--- src/rtl/spart_baud_cfg_ctrl.sv ---
// spart_baud_cfg_ctrl: owns the ioaddr/databus write path into the SPART baud
// generator. It programs the 16-bit divisor (low byte at 2'b10, high byte at
// 2'b11) after reset and on every baud-select change. In between, it grants
// one-cycle user bus writes through a req/ack handshake.
// Optional macro SPART_DIRECT_DIV_EN: when defined, user writes to 2'b10/2'b11
// are accepted as normal transfers instead of being rejected.
// Every output is a Moore decode of registered state only.
module spart_baud_cfg_ctrl #(
  parameter logic [15:0] DIV0 = 16'd650,
  parameter logic [15:0] DIV1 = 16'd324,
  parameter logic [15:0] DIV2 = 16'd162,
  parameter logic [15:0] DIV3 = 16'd80
) (
  input  logic       clk,
  input  logic       rst,
  input  logic [1:0] br_cfg,
  input  logic       user_req,
  input  logic [1:0] user_ioaddr,
  input  logic [7:0] user_data,
  output logic       user_ack,
  output logic       user_err,
  output logic [1:0] ioaddr,
  output logic [7:0] databus_out,
  output logic       bus_drive,
  output logic       cfg_busy,
  output logic       cfg_done
);

  typedef enum logic [2:0] {
    S_LATCH,
    S_CFG_LO,
    S_CFG_HI,
    S_READY,
    S_USER,
    S_ERR
  } state_t;

  state_t     state_q, state_d;
  logic [1:0] cfg_sel_q, cfg_sel_d;
  logic       cfg_done_q, cfg_done_d;
  logic [1:0] uaddr_q, uaddr_d;
  logic [7:0] udata_q, udata_d;
  logic [15:0] div_cur;
  logic       user_addr_ok;

  function automatic logic [15:0] div_lookup(input logic [1:0] sel);
    case (sel)
      2'b00:   div_lookup = DIV0;
      2'b01:   div_lookup = DIV1;
      2'b10:   div_lookup = DIV2;
      default: div_lookup = DIV3;
    endcase
  endfunction

  assign div_cur = div_lookup(cfg_sel_q);

  // A user address is serviceable unless it targets the divisor registers
`ifdef SPART_DIRECT_DIV_EN
  assign user_addr_ok = 1'b1;
`else
  assign user_addr_ok = ~user_ioaddr[1];
`endif

  // Control registers: state, latched baud select and done flag
  always_ff @(posedge clk) begin
    if (rst) begin
      state_q    <= S_LATCH;
      cfg_sel_q  <= 2'b00;
      cfg_done_q <= 1'b0;
    end else begin
      state_q    <= state_d;
      cfg_sel_q  <= cfg_sel_d;
      cfg_done_q <= cfg_done_d;
    end
  end

  // User capture registers carry data only, so they need no reset
  always_ff @(posedge clk) begin
    uaddr_q <= uaddr_d;
    udata_q <= udata_d;
  end

  // Next-state logic; reconfiguration has priority over user requests in READY
  always_comb begin
    state_d    = state_q;
    cfg_sel_d  = cfg_sel_q;
    cfg_done_d = cfg_done_q;
    uaddr_d    = uaddr_q;
    udata_d    = udata_q;
    case (state_q)
      S_LATCH: begin
        cfg_sel_d = br_cfg;
        state_d   = S_CFG_LO;
      end
      S_CFG_LO: state_d = S_CFG_HI;
      S_CFG_HI: begin
        cfg_done_d = 1'b1;
        state_d    = S_READY;
      end
      S_READY: begin
        if (br_cfg != cfg_sel_q) begin
          cfg_done_d = 1'b0;
          state_d    = S_LATCH;
        end else if (user_req && user_addr_ok) begin
          uaddr_d = user_ioaddr;
          udata_d = user_data;
          state_d = S_USER;
        end else if (user_req) begin
          state_d = S_ERR;
        end
      end
      S_USER:  state_d = S_READY;
      S_ERR:   state_d = S_READY;
      default: state_d = S_LATCH;
    endcase
  end

  // Moore output decode; ioaddr parks at 2'b01 whenever the bus is idle
  always_comb begin
    ioaddr      = 2'b01;
    databus_out = 8'h00;
    bus_drive   = 1'b0;
    user_ack    = 1'b0;
    user_err    = 1'b0;
    cfg_busy    = 1'b0;
    cfg_done    = cfg_done_q;
    case (state_q)
      S_LATCH: cfg_busy = 1'b1;
      S_CFG_LO: begin
        ioaddr      = 2'b10;
        databus_out = div_cur[7:0];
        bus_drive   = 1'b1;
        cfg_busy    = 1'b1;
      end
      S_CFG_HI: begin
        ioaddr      = 2'b11;
        databus_out = div_cur[15:8];
        bus_drive   = 1'b1;
        cfg_busy    = 1'b1;
      end
      S_USER: begin
        ioaddr      = uaddr_q;
        databus_out = udata_q;
        bus_drive   = 1'b1;
        user_ack    = 1'b1;
      end
      S_ERR: begin
        user_ack = 1'b1;
        user_err = 1'b1;
      end
      default: ;
    endcase
  end

endmodule

--- config.mk ---
export PLATFORM = sky130hd
export DESIGN_NAME = spart_baud_cfg_ctrl
export DESIGN_NICKNAME = d
export VERILOG_FILES = /design/src/rtl/spart_baud_cfg_ctrl.sv
export SDC_FILE = /design/constraint.sdc
export NUM_CORES = 1
export LEC_CHECK = 0
export ABC_AREA = 1
export BUFFER_PORTS_ARGS = -buffer_cell sky130_fd_sc_hd__buf_2
export CELL_PAD_IN_SITES_DETAIL_PLACEMENT = 0
export CELL_PAD_IN_SITES_GLOBAL_PLACEMENT = 2
export CORE_MARGIN = 5
export CORE_UTILIZATION = 23
export DETAILED_ROUTE_END_ITERATION = 16
export PLACE_DENSITY = 0.71
export SLEW_MARGIN = 20
export SYNTH_ARGS = -nofsm -noshare
export SYNTH_HDL_FRONTEND = slang
export SYNTH_SLANG_ARGS = --single-unit
--- constraint.sdc ---
create_clock -name clk -period 1.6 [get_ports clk]
set_input_delay 0.16 -clock clk [delete_from_list [all_inputs] [get_ports clk]]
set_output_delay 0.16 -clock clk [all_outputs]
set_load 0.01 [all_outputs]
==> results of run 1 <==
[layout make-up]
class | instances | area, µm²
Clock buffer | 3 | 22.5
Multi-Input combinational cell | 63 | 330
Tap cell | 44 | 55.1
Sequential cell | 16 | 432
Inverter | 12 | 45.0
Timing Repair Buffer | 37 | 205
Clock inverter | 1 | 3.75
Fill cell | 351 | 2010
[flip-flops by register name (all words and copies together), names as in the netlist]
signal,count
udata_q,8
state_q,3
cfg_sel_q,2
cfg_done,1
uaddr_q,2
[per-stage QoR]
step	TNS, ps	setup slack [ps]	hold WS (ps)
2_1_floorplan	0	36.9	229
3_3_place_gp	0	138	339
3_5_place_dp	0	132	341
4_1_cts	0	17.7	38.8
5_1_grt	-46.8	-26.4	26.3
6_report	0	95.8	47.4
[what timing repair did]
action                                 4_1_cts  5_1_grt
hold buffers                                 0        0
setup endpoints to repair                   11       10
buffers inserted                             4        3
endpoints found under the hold margin        0        0
pin swaps                                    2        2
cloned                                       1        0
gates resized for setup                      7       10
[path summary, 6_finish.rpt]
kind,start,endpoint
max reg2reg,state_q[2],udata_q[3]
max,state_q[1],databus_out[1]
min reg2reg,cfg_done,cfg_done
min,user_data[7],udata_q[7]
[power breakdown]
part / leakage [nW] / switching [W] / internal [W] / total, W
combinational: 0.355 / 0.000118 / 0.0000807 / 0.000199
sequential: 0.141 / 0.00000994 / 0.000448 / 0.000458
clock: 0.0154 / 0.000125 / 0.0000905 / 0.000215
[per-layer routing]
metal	up-vias	global-route usage, %	part of all wire, %
li1	378	-	-
met2	20	17.2	51
met4	0	5.32	1.3
met5	-	0	0
met1	327	10.7	43
met3	2	1.16	4.8
[layout by cell type, fill, tap and decap left out, drive strengths merged]
cell | Yosys | final
buf | 0 | 37
nand2 | 32 | 32
nor2 | 12 | 13
inv | 12 | 12
edfxtp | 10 | 10
o21ai | 6 | 6
dfxtp | 6 | 6
clkbuf | 0 | 3
nand3 | 2 | 2
a211oi | 2 | 2
a21oi | 2 | 2
nand4 | 2 | 2
o21a | 1 | 1
o211ai | 1 | 1
xnor2 | 1 | 1
nor3 | 1 | 1
clkinv | 0 | 1
[logic make-up after synthesis]
kind of cell / count (synthesis) / share of synthesized area [%]
buffers and inverters: 12 / 5.98
AOI/OAI and AO/OA: 12 / 9.80
and+or+nand+nor: 49 / 27.2
DFF: 16 / 55.8
xor gates and xnor gates: 1 / 1.16
[critical path: stages, from the launching register on]
cell      delay (ps)
dfxtp_4          360
inv_2             60
nor2_4            90
nand2_2           90
buf_4            150
o211ai_1         160
buf_2            160
==> results_tabular.tex, run 1 <==
\begin{tabular}{lr}
\hline
Metric & Value \\
\hline
\multicolumn{2}{l}{\textbf{Routing}} \\
\quad DRC violations left & 0 \\
\quad Average detailed-routed wire length per instance & 11.7 µm \\
\quad Vias & $\sim$730 \\
\quad Routed via count divided by cell count & approximately 4.1 \\
\quad First-pass iteration count of the detailed router & 4 \\
\quad Detailed Route Iter0 Violations & 10 \\
\quad Antenna-violating nets left & 0 \\
\quad Detailed Route WL & roughly 2100 µm \\
\multicolumn{2}{l}{\textbf{Synthesis}} \\
\quad Synthesized instance count & 90 \\
\quad Cell types occupying the most area after synthesis & edfxtp\_1, dfxtp\_1, nand2\_1, nor2\_1, inv\_1 \\
\quad Total of flip-flops plus latches after synthesis & 16 \\
\quad Distinct cell type count of the synthesized netlist & 19 \\
\quad Most frequently used cell type in the post-synthesis netlist & nand2\_1 \\
\quad Most used DFF post-synth & edfxtp\_1 \\
\quad Synth top area share & around two fifths \\
\quad Nets in the synthesized netlist & between 100 and 150 \\
\quad Average cell area after synthesis & about 8.4 µm² \\
\quad Proportion of synthesized flip-flops having asynchronous set or reset & 0\% \\
\quad Sequential-to-total area share from yosys stat & 55.8\% \\
\quad Number of warnings issued by yosys & 0 \\
\quad EDFF count, synth & 10 \\
\quad Summed instance area of the synthesized netlist & roughly 750 µm² \\
\quad Commonest cells in the synthesized netlist & nand2\_1, edfxtp\_1, nor2\_1 \\
\quad Biggest area consumer among synthesized cells & edfxtp\_1 \\
\multicolumn{2}{l}{\textbf{Timing}} \\
\quad Final Slew Violations & 0 \\
\quad Max-Slew Margin vs Limit & 78.6\% \\
\quad Highest achievable clock rate & 665 MHz \\
\quad Period minus WS final & 1500 ps \\
\quad Final clock skew & between 1 and 1.5 ps \\
\quad Number of failing setup endpoints in the final timing report & 0 \\
\quad Final count of hold timing violations & 0 \\
\quad Final worst path period share & approximately 94\% \\
\quad Actual transition at the worst max-transition pin & 319 ps \\
\multicolumn{2}{l}{\textbf{Layout}} \\
\quad Growth of design area from synthesis to finish & 45.2\% \\
\quad Core occupancy in the finished layout & 35.2\% \\
\quad NumNets Final & 148 \\
\quad Fraction of layout cells with a size suffix above 1 & about 45\% \\
\quad Total non-filler cell area in the finished layout & 1090 µm² \\
\quad Number of inserted diodes & 0 \\
\quad Non-filler instance count after layout & about 180 \\
\multicolumn{2}{l}{\textbf{Global route}} \\
\quad Vias in the first global route & approximately 740 \\
\quad Largest net degree at the start of global routing & 11 \\
\quad Overall overflow remaining after global route & 0 \\
\quad Wire length of the first global-routing pass & roughly 3200 µm \\
\quad Number of antenna violations at the first check in global routing & 0 \\
\quad Total GRT Usage & a little under a tenth \\
\multicolumn{2}{l}{\textbf{Status}} \\
\quad Outcome & finished, final reports clean \\
\multicolumn{2}{l}{\textbf{Power and ir drop}} \\
\quad Overall Power & about 0.00087 W \\
\quad Leak & 0.512 nW \\
\quad Maximum resistive drop on vdd & between 200 and 250 µV \\
\quad Power density cells & 798 nW/µm² \\
\multicolumn{2}{l}{\textbf{Place}} \\
\quad Half-perimeter wire length after placement & $\sim$1500 µm \\
\quad I/O Buffers & 29 \\
\quad Final weighted congestion in routability-driven placement & $\sim$0.79 \\
\quad Post-DP Area & about 960 µm² \\
\quad Post-Place Cells & roughly 160 \\
\multicolumn{2}{l}{\textbf{Clock tree}} \\
\quad CTS clk-pin slew, worst paths & $\sim$90 ps \\
\quad Clock Latency Late Sink & roughly 280 ps \\
\quad Max Root-Sink Buffers & 2 \\
\quad Num Clock Sinks & 16 \\
\quad TritonCTS clock tree & built \\
\quad Number of clock buffers inserted by TritonCTS & 3 \\
\quad CTS H-Tree Depth & 1 \\
\quad CTS root buffer & clkbuf\_4 \\
\multicolumn{2}{l}{\textbf{Die}} \\
\quad Initial standard-cell utilization of the core & between 20\% and 30\% \\
\quad Vertical extent of the die & 67.2 µm \\
\quad Total die area & 4520 µm² \\
\quad Number of placement rows & 20 \\
\quad Top-level I/O count & 30 \\
\quad Core area & between 3000 and 4000 µm² \\
\quad Die width & 67.2 µm \\
\multicolumn{2}{l}{\textbf{Worst setup path}} \\
\quad Slack of the worst reg-to-reg path & 180 ps \\
\quad Worst Path Required & roughly 1400 ps \\
\quad Top fanout value on the critical path & 4 \\
\quad Number of cells on the worst reg-to-reg path & 5 \\
\quad CP startpoint kind & flop \\
\quad Setup CP Type & reg2out \\
\quad Crit path capture type & output pin \\
\quad Arrival time of the worst setup path & roughly 1300 ps \\
\multicolumn{2}{l}{\textbf{Min path}} \\
\quad Hold path cells & 1 \\
\quad Worst min path class & in2reg \\
\multicolumn{2}{l}{\textbf{Flow run}} \\
\quad Max\_cap viols & 0 \\
\hline
\end{tabular}
No activity file was read; power rests on OpenSTA's default activity.
==> inputs of run 2 (changes only) <==
- CORE_UTILIZATION: 23 -> 25
- PLACE_DENSITY: 0.71 -> 0.73
- clock period: 1.6 -> 1.5 ns (I/O delays scaled with it)
==> results_tabular.tex, run 2 (synthesized netlist as in run 1, its figures left out) <==
\begin{tabular}{lr}
\hline
Metric & Value \\
\hline
\multicolumn{2}{l}{\textbf{Routing}} \\
\quad Antenna-violating nets left & 0 (unchanged) \\
\quad Detailed Route Iter0 Violations & 23 (+13) \\
\quad Detailed route wirelength on metal2 & 1060 µm (+0.19\%) \\
\quad Highest metal layer with signal wires & met4 \\
\quad Average detailed-routed wire length per instance & 12.5 µm (+7.0\%) \\
\quad Routed via count divided by cell count & 4.33 (+4.7\%) \\
\quad Met3 wire length & 87 µm (-12\%) \\
\quad Detailed Route WL & 2160 µm (+4.6\%) \\
\quad First-pass iteration count of the detailed router & 4 (unchanged) \\
\quad Routed length on met1 & 993 µm (+13\%) \\
\quad Vias & 744 (+2.3\%) \\
\quad DRC violations left & 0 (unchanged) \\
\multicolumn{2}{l}{\textbf{Timing}} \\
\quad Period minus WS final & around 1500 ps \\
\quad Final clock skew & 11.1 ps (+9.94 ps) \\
\quad Final worst-path setup slack & -9.12 ps (-105 ps) \\
\quad Final worst path period share & 101\% \\
\quad Unrepaired setup endpoints after global routing & true \\
\quad Number of failing setup endpoints in the final timing report & 1 (+1) \\
\quad Setup TNS & -9.12 ps (-9.12 ps) \\
\quad Final Slew Violations & 0 (unchanged) \\
\quad Max-Slew Margin vs Limit & 84.6\% (+6.0 points) \\
\quad Final count of hold timing violations & 0 (unchanged) \\
\quad Highest achievable clock rate & between 600 and 700 MHz \\
\quad Actual transition at the worst max-transition pin & 230 ps (-88.9 ps) \\
\multicolumn{2}{l}{\textbf{Die}} \\
\quad Core area & 2980 µm² (-4.0\%) \\
\quad Number of placement rows & 20 (unchanged) \\
\quad Initial standard-cell utilization of the core & 25.3\% (+1.0 points) \\
\quad Top-level I/O count & 30 (unchanged) \\
\quad Vertical extent of the die & 64.9 µm (-3.5\%) \\
\quad Total die area & 4210 µm² (-6.8\%) \\
\quad Die width & 64.9 µm (-3.5\%) \\
\multicolumn{2}{l}{\textbf{Worst setup path}} \\
\quad Number of buffer and inverter stages on the critical path & 3 (unchanged) \\
\quad Arrival time of the worst setup path & 1360 ps (+20 ps) \\
\quad Cell type of the slowest stage on the worst timing path & dfxtp\_4 \\
\quad Crit path capture type & output pin \\
\quad Setup CP Type & reg2out \\
\quad CP startpoint kind & flop \\
\quad Number of cells on the worst reg-to-reg path & 6 (+1) \\
\quad Cell-by-cell trace of the critical path & inv\_6, nor2\_4, nand2\_4, nand2\_2, inv\_2, o21ai\_4, o21a\_1, buf\_2 \\
\quad Worst Path Required & 1350 ps (-90 ps) \\
\quad Top cell family by delay on the critical path & flip-flops \\
\quad Top fanout value on the critical path & 4 (unchanged) \\
\quad Delay of the slowest cell on the worst path & 390 ps (+30 ps) \\
\quad Instance count on the critical path & 8 (+2) \\
\multicolumn{2}{l}{\textbf{Power and ir drop}} \\
\quad Leak & 0.556 nW (+8.8\%) \\
\quad Overall Power & 0.000977 W (+12\%) \\
\quad Power density cells & 847 nW/µm² (+6.2\%) \\
\quad Maximum resistive drop on vdd & 341 µV (+39\%) \\
\multicolumn{2}{l}{\textbf{Place}} \\
\quad Half-perimeter wire length after placement & 1590 µm (+2.6\%) \\
\quad Final weighted congestion in routability-driven placement & 0.745 (-6.2\%) \\
\quad Post-DP Area & 980 µm² (+2.0\%) \\
\quad I/O Buffers & 29 (unchanged) \\
\multicolumn{2}{l}{\textbf{Layout}} \\
\quad Core occupancy in the finished layout & 38.7\% (+3.5 points) \\
\quad NumNets Final & 155 (+4.7\%) \\
\quad Registers with the highest flip-flop counts & udata\_q x8, state\_q x3 \\
\quad Largest reg by FF count & udata\_q \\
\quad Total non-filler cell area in the finished layout & 1150 µm² (+5.5\%) \\
\quad Number of inserted diodes & 0 (unchanged) \\
\quad Flip-flop count of the largest register, all copies and words added & 8 (unchanged) \\
\quad Fraction of layout cells with a size suffix above 1 & 46.8\% (+2.1 points) \\
\quad Commonest non-fill, non-tap cell in the layout & buf\_2 \\
\quad Growth of design area from synthesis to finish & 53.2\% \\
\quad Flip-flop and latch area & 432 µm² (unchanged) \\
\quad Final-layout fill cell count & 325 (-7.4\%) \\
\quad Multi-input combinational cell area & 340 µm² (+3.0\%) \\
\quad Commonest cells after routing, fill and taps aside & buf\_2, nand2\_1, buf\_4 \\
\multicolumn{2}{l}{\textbf{Min path}} \\
\quad Worst min path class & in2reg \\
\quad Hold path cells & 1 (unchanged) \\
\multicolumn{2}{l}{\textbf{Status}} \\
\quad Failing checks & negative setup slack \\
\quad Outcome & finished, violations left \\
\multicolumn{2}{l}{\textbf{Clock tree}} \\
\quad CTS H-Tree Depth & 1 (unchanged) \\
\quad CTS root buffer & clkbuf\_4 \\
\quad Number of clock buffers inserted by TritonCTS & 3 (unchanged) \\
\quad Max Root-Sink Buffers & 2 (unchanged) \\
\quad TritonCTS clock tree & built \\
\quad CTS clk-pin slew, worst paths & 100 ps (about the same) \\
\quad Clock Latency Late Sink & 290 ps (about the same) \\
\quad Num Clock Sinks & 16 (unchanged) \\
\multicolumn{2}{l}{\textbf{Global route}} \\
\quad Total GRT Usage & 10.8\% (+1.3 points) \\
\quad Wire length of the first global-routing pass & 3460 µm (+8.7\%) \\
\quad Number of antenna violations at the first check in global routing & 0 (unchanged) \\
\quad Vias in the first global route & 758 (+3.1\%) \\
\quad Overall overflow remaining after global route & 0 (unchanged) \\
\quad Largest net degree at the start of global routing & 10 (-1) \\
\multicolumn{2}{l}{\textbf{Flow run}} \\
\quad Max\_cap viols & 0 (unchanged) \\
\hline
\end{tabular}
[run 2: changes by cell type in the layout (fill, tap and decap cells not counted), sizes merged]
cell / before / now
buf: 37 / 44
[run 2: power breakdown]
group	internal (W)	switching, W	leakage [nW]
registers	0.000478	0.0000140	0.141
logic	0.000114	0.000136	0.400
clock network	0.0000965	0.000138	0.0154
total	0.000689	0.000288	0.556
[run 2: area by class of cell]
class / instances / share of cell area (%)
Multi-Input combinational cell: 63 / 29.5
Inverter: 12 / 4.56
Clock buffer: 3 / 1.95
Sequential cell: 16 / 37.4
Timing Repair Buffer: 44 / 22.7
Clock inverter: 1 / 0.325
Tap cell: 33 / 3.58
[run 2: path summary, 6_finish.rpt]
check / slack, ps / end / from
setup / recovery: -9 / ioaddr[1] / state_q[1]
hold / removal: 30 / udata_q[0] / user_data[0]
setup reg to reg: 80 / uaddr_q[1] / state_q[1]
hold reg to reg: 460 / cfg_done / cfg_done
[run 2: repair_timing]
action                     in CTS  in global routing
setup endpoints to repair      12                 12
cloned                          1                  0
buffers inserted                7                  3
hold buffers                    0                  0
resized for setup              15                  8
pin swaps                       4                  2
[run 2: routing by layer]
metal / GRT usage, % / vias up
met3: 1.56 / 2
met1: 13.5 / 335
met2: 18.1 / 15
met5: 0 / -
met4: 4.75 / 0
li1: - / 392
[run 2: stage by stage]
step | setup slack [ps] | hold slack [ps] | instances
2_1_floorplan | 101 | 219 | 90
3_3_place_gp | 58.9 | 327 | 157
3_5_place_dp | 77.4 | 328 | 157
4_1_cts | -0.284 | 17.2 | 169
5_1_grt | -108 | 16.2 | 172
6_report | -9.12 | 29.0 | 172
[run 2: worst register-to-register path, delay by kind of cell, from the launching register on]
family | cells | cell delay, ps
buffers and inverters | 2 | 270
flip-flops | 1 | 390
AND/OR/NAND/NOR | 4 | 490
==> inputs of run 3 (changes only) <==
- GPL_TIMING_DRIVEN: unset -> 0
- MAX_ROUTING_LAYER: unset -> met4
==> results_tabular.tex, run 3 (synthesized netlist as in run 1, its figures left out) <==
\begin{tabular}{lr}
\hline
Metric & Value \\
\hline
\multicolumn{2}{l}{\textbf{Status}} \\
\quad Outcome & finished, violations left \\
\quad Failing checks & negative setup slack \\
\multicolumn{2}{l}{\textbf{Timing}} \\
\quad Final count of hold timing violations & 0 (unchanged) \\
\quad Actual transition at the worst max-transition pin & 323 ps (+93.1 ps) \\
\quad Final hold slack & 38.2 ps (+9.21 ps) \\
\quad Number of failing setup endpoints in the final timing report & 1 (unchanged) \\
\quad Period minus WS final & 1510 ps (-0.502 ps) \\
\quad Highest achievable clock rate & 663 MHz (about the same) \\
\quad Final worst-path setup slack & -8.62 ps (+0.502 ps) \\
\quad Final Slew Violations & 0 (unchanged) \\
\quad Max-Slew Margin vs Limit & 78.3\% (-6.2 points) \\
\quad Unrepaired setup endpoints after global routing & true \\
\quad Final clock skew & 1.75 ps (-9.36 ps) \\
\quad Final worst path period share & 101\% (about the same) \\
\multicolumn{2}{l}{\textbf{Layout}} \\
\quad Core occupancy in the finished layout & 38.9\% (+0.21 points) \\
\quad NumNets Final & 150 (-3.2\%) \\
\quad Total non-filler cell area in the finished layout & 1160 µm² (+0.54\%) \\
\quad Commonest cells after routing, fill and taps aside & buf\_2, nand2\_1, edfxtp\_1 \\
\quad Commonest non-fill, non-tap cell in the layout & buf\_2 \\
\quad Registers with the highest flip-flop counts & udata\_q x8, state\_q x3 \\
\quad Final-layout fill cell count & 318 (-2.2\%) \\
\quad Number of inserted diodes & 0 (unchanged) \\
\quad Largest reg by FF count & udata\_q \\
\quad Growth of design area from synthesis to finish & 54.0\% \\
\quad Fraction of layout cells with a size suffix above 1 & 47.8\% (+1.0 points) \\
\quad Flip-flop count of the largest register, all copies and words added & 8 (unchanged) \\
\multicolumn{2}{l}{\textbf{Clock tree}} \\
\quad Max Root-Sink Buffers & 2 (unchanged) \\
\quad TritonCTS clock tree & built \\
\quad Number of buffers inserted by hold repair at cts & 0 (unchanged) \\
\quad CTS clk-pin slew, worst paths & 90 ps (about the same) \\
\quad Clock Latency Late Sink & 280 ps (about the same) \\
\quad CTS H-Tree Depth & 1 (unchanged) \\
\quad Num Clock Sinks & 16 (unchanged) \\
\quad CTS root buffer & clkbuf\_4 \\
\quad Number of clock buffers inserted by TritonCTS & 3 (unchanged) \\
\multicolumn{2}{l}{\textbf{Power and ir drop}} \\
\quad Maximum resistive drop on vdd & 329 µV (-3.6\%) \\
\quad Power density cells & 834 nW/µm² (-1.5\%) \\
\quad Leak & 0.544 nW (-2.2\%) \\
\multicolumn{2}{l}{\textbf{Min path}} \\
\quad Hold path cells & 1 (unchanged) \\
\quad Hold Path Origin & user\_data[2] \\
\quad Endpoint of the worst hold path & udata\_q[2] \\
\quad Worst min path class & in2reg \\
\multicolumn{2}{l}{\textbf{Worst setup path}} \\
\quad Number of cells on the worst reg-to-reg path & 4 (-2) \\
\quad Worst Path Required & 1350 ps (about the same) \\
\quad Arrival time of the worst setup path & 1360 ps (about the same) \\
\quad Top fanout value on the critical path & 4 (unchanged) \\
\quad Crit path capture type & output pin \\
\quad Setup CP Type & reg2out \\
\quad CP startpoint kind & flop \\
\quad FF-to-FF End & uaddr\_q[0] \\
\quad Slack of the worst reg-to-reg path & 80 ps (about the same) \\
\quad Critical R2R Launch & cfg\_sel\_q[1] \\
\multicolumn{2}{l}{\textbf{Die}} \\
\quad Die width & 64.9 µm (unchanged) \\
\quad Vertical extent of the die & 64.9 µm (unchanged) \\
\quad Total die area & 4210 µm² (unchanged) \\
\quad Number of placement rows & 20 (unchanged) \\
\quad Top-level I/O count & 30 (unchanged) \\
\quad Core area & 2980 µm² (unchanged) \\
\quad Initial standard-cell utilization of the core & 25.3\% (unchanged) \\
\multicolumn{2}{l}{\textbf{Global route}} \\
\quad Wire length of the first global-routing pass & 3340 µm (-3.4\%) \\
\quad Overall overflow remaining after global route & 0 (unchanged) \\
\quad Number of antenna violations at the first check in global routing & 0 (unchanged) \\
\quad Largest net degree at the start of global routing & 11 (+1) \\
\quad Vias in the first global route & 715 (-5.7\%) \\
\quad Total GRT Usage & 10.8\% (+0.078 points) \\
\multicolumn{2}{l}{\textbf{Routing}} \\
\quad DRC violations left & 0 (unchanged) \\
\quad First-pass iteration count of the detailed router & 4 (unchanged) \\
\quad Average detailed-routed wire length per instance & 12.1 µm (-3.4\%) \\
\quad Detailed Route WL & 2020 µm (-6.2\%) \\
\quad Detailed Route Iter0 Violations & 19 (-17\%) \\
\quad Vias & 722 (-3.0\%) \\
\quad Routed via count divided by cell count & 4.32 (about the same) \\
\quad Antenna-violating nets left & 0 (unchanged) \\
\multicolumn{2}{l}{\textbf{Place}} \\
\quad Post-DP Area & 942 µm² (-3.8\%) \\
\quad I/O Buffers & 29 (unchanged) \\
\quad Final weighted congestion in routability-driven placement & 0.781 (+4.9\%) \\
\quad Half-perimeter wire length after placement & 1510 µm (-5.3\%) \\
\multicolumn{2}{l}{\textbf{Flow run}} \\
\quad Max\_cap viols & 0 (unchanged) \\
\hline
\end{tabular}
run 3: stage by stage:
| stage | instances | total power, W | setup WS, ps | TNS, ps |
|---|---|---|---|---|
| 2_1_floorplan | 90 | 0.000607 | 101 | 0 |
| 5_1_grt | 167 | 0.00103 | -116 | -538 |
| 3_5_place_dp | 152 | 0.000683 | -194 | -1940 |
| 4_1_cts | 161 | 0.000943 | -13.8 | -19.1 |
| 3_3_place_gp | 152 | 0.000680 | -140 | -1390 |
| 6_report | 167 | 0.000967 | -8.62 | -8.62 |
run 3: routing by layer:
layer  track usage, %  wire length [µm]  vias up
li1                 -                 -      382
met1             13.1               924      323
met2             18.0               992       15
met3             1.39                82        2
met4             4.75                23        0
met5                -                 0        -
run 3: worst max-delay path by stage:
stage,endpoint,cells past startpoint,start
after floorplan,uaddr_q[0],4,state_q[0]
after global placement,uaddr_q[0],4,state_q[0]
after detailed placement,udata_q[5],4,state_q[0]
after CTS,ioaddr[1],8,state_q[1]
after global routing,ioaddr[1],8,state_q[0]
final,ioaddr[1],8,state_q[0]
run 3: repair_timing:
item / 4_1_cts / 5_1_grt
endpoints found under the setup margin: 22 / 22
pin swaps: 4 / 6
setup buffers: 4 / 6
gates cloned: 1 / 0
endpoints found under the hold margin: 0 / 0
gates resized for setup: 19 / 9
run 3: report_power, final:
group | internal (W) | total, W | switching (W)
logic | 0.000111 | 0.000245 | 0.000134
clock network | 0.0000963 | 0.000230 | 0.000134
registers | 0.000478 | 0.000492 | 0.0000143
run 3: final cells by class:
| class | count | area (µm²) | area share [%] |
|---|---|---|---|
| flip-flops and latches | 16 | 432 | 37.2 |
| multi-input cells | 63 | 357 | 30.7 |
| repair buffers | 39 | 251 | 21.7 |
| inverters | 12 | 52.6 | 4.53 |
| well taps | 33 | 41.3 | 3.56 |
| clock buffers | 3 | 22.5 | 1.94 |
| clock inverters | 1 | 3.75 | 0.324 |
run 3: critical path, cell delays in order (launching register included):
cell     delay, ps
dfxtp_4        380
inv_4           40
nor2_4         120
nand2_4         80
nand2_2         90
inv_2           40
o21ai_2         60
o21a_1         140
buf_2          120
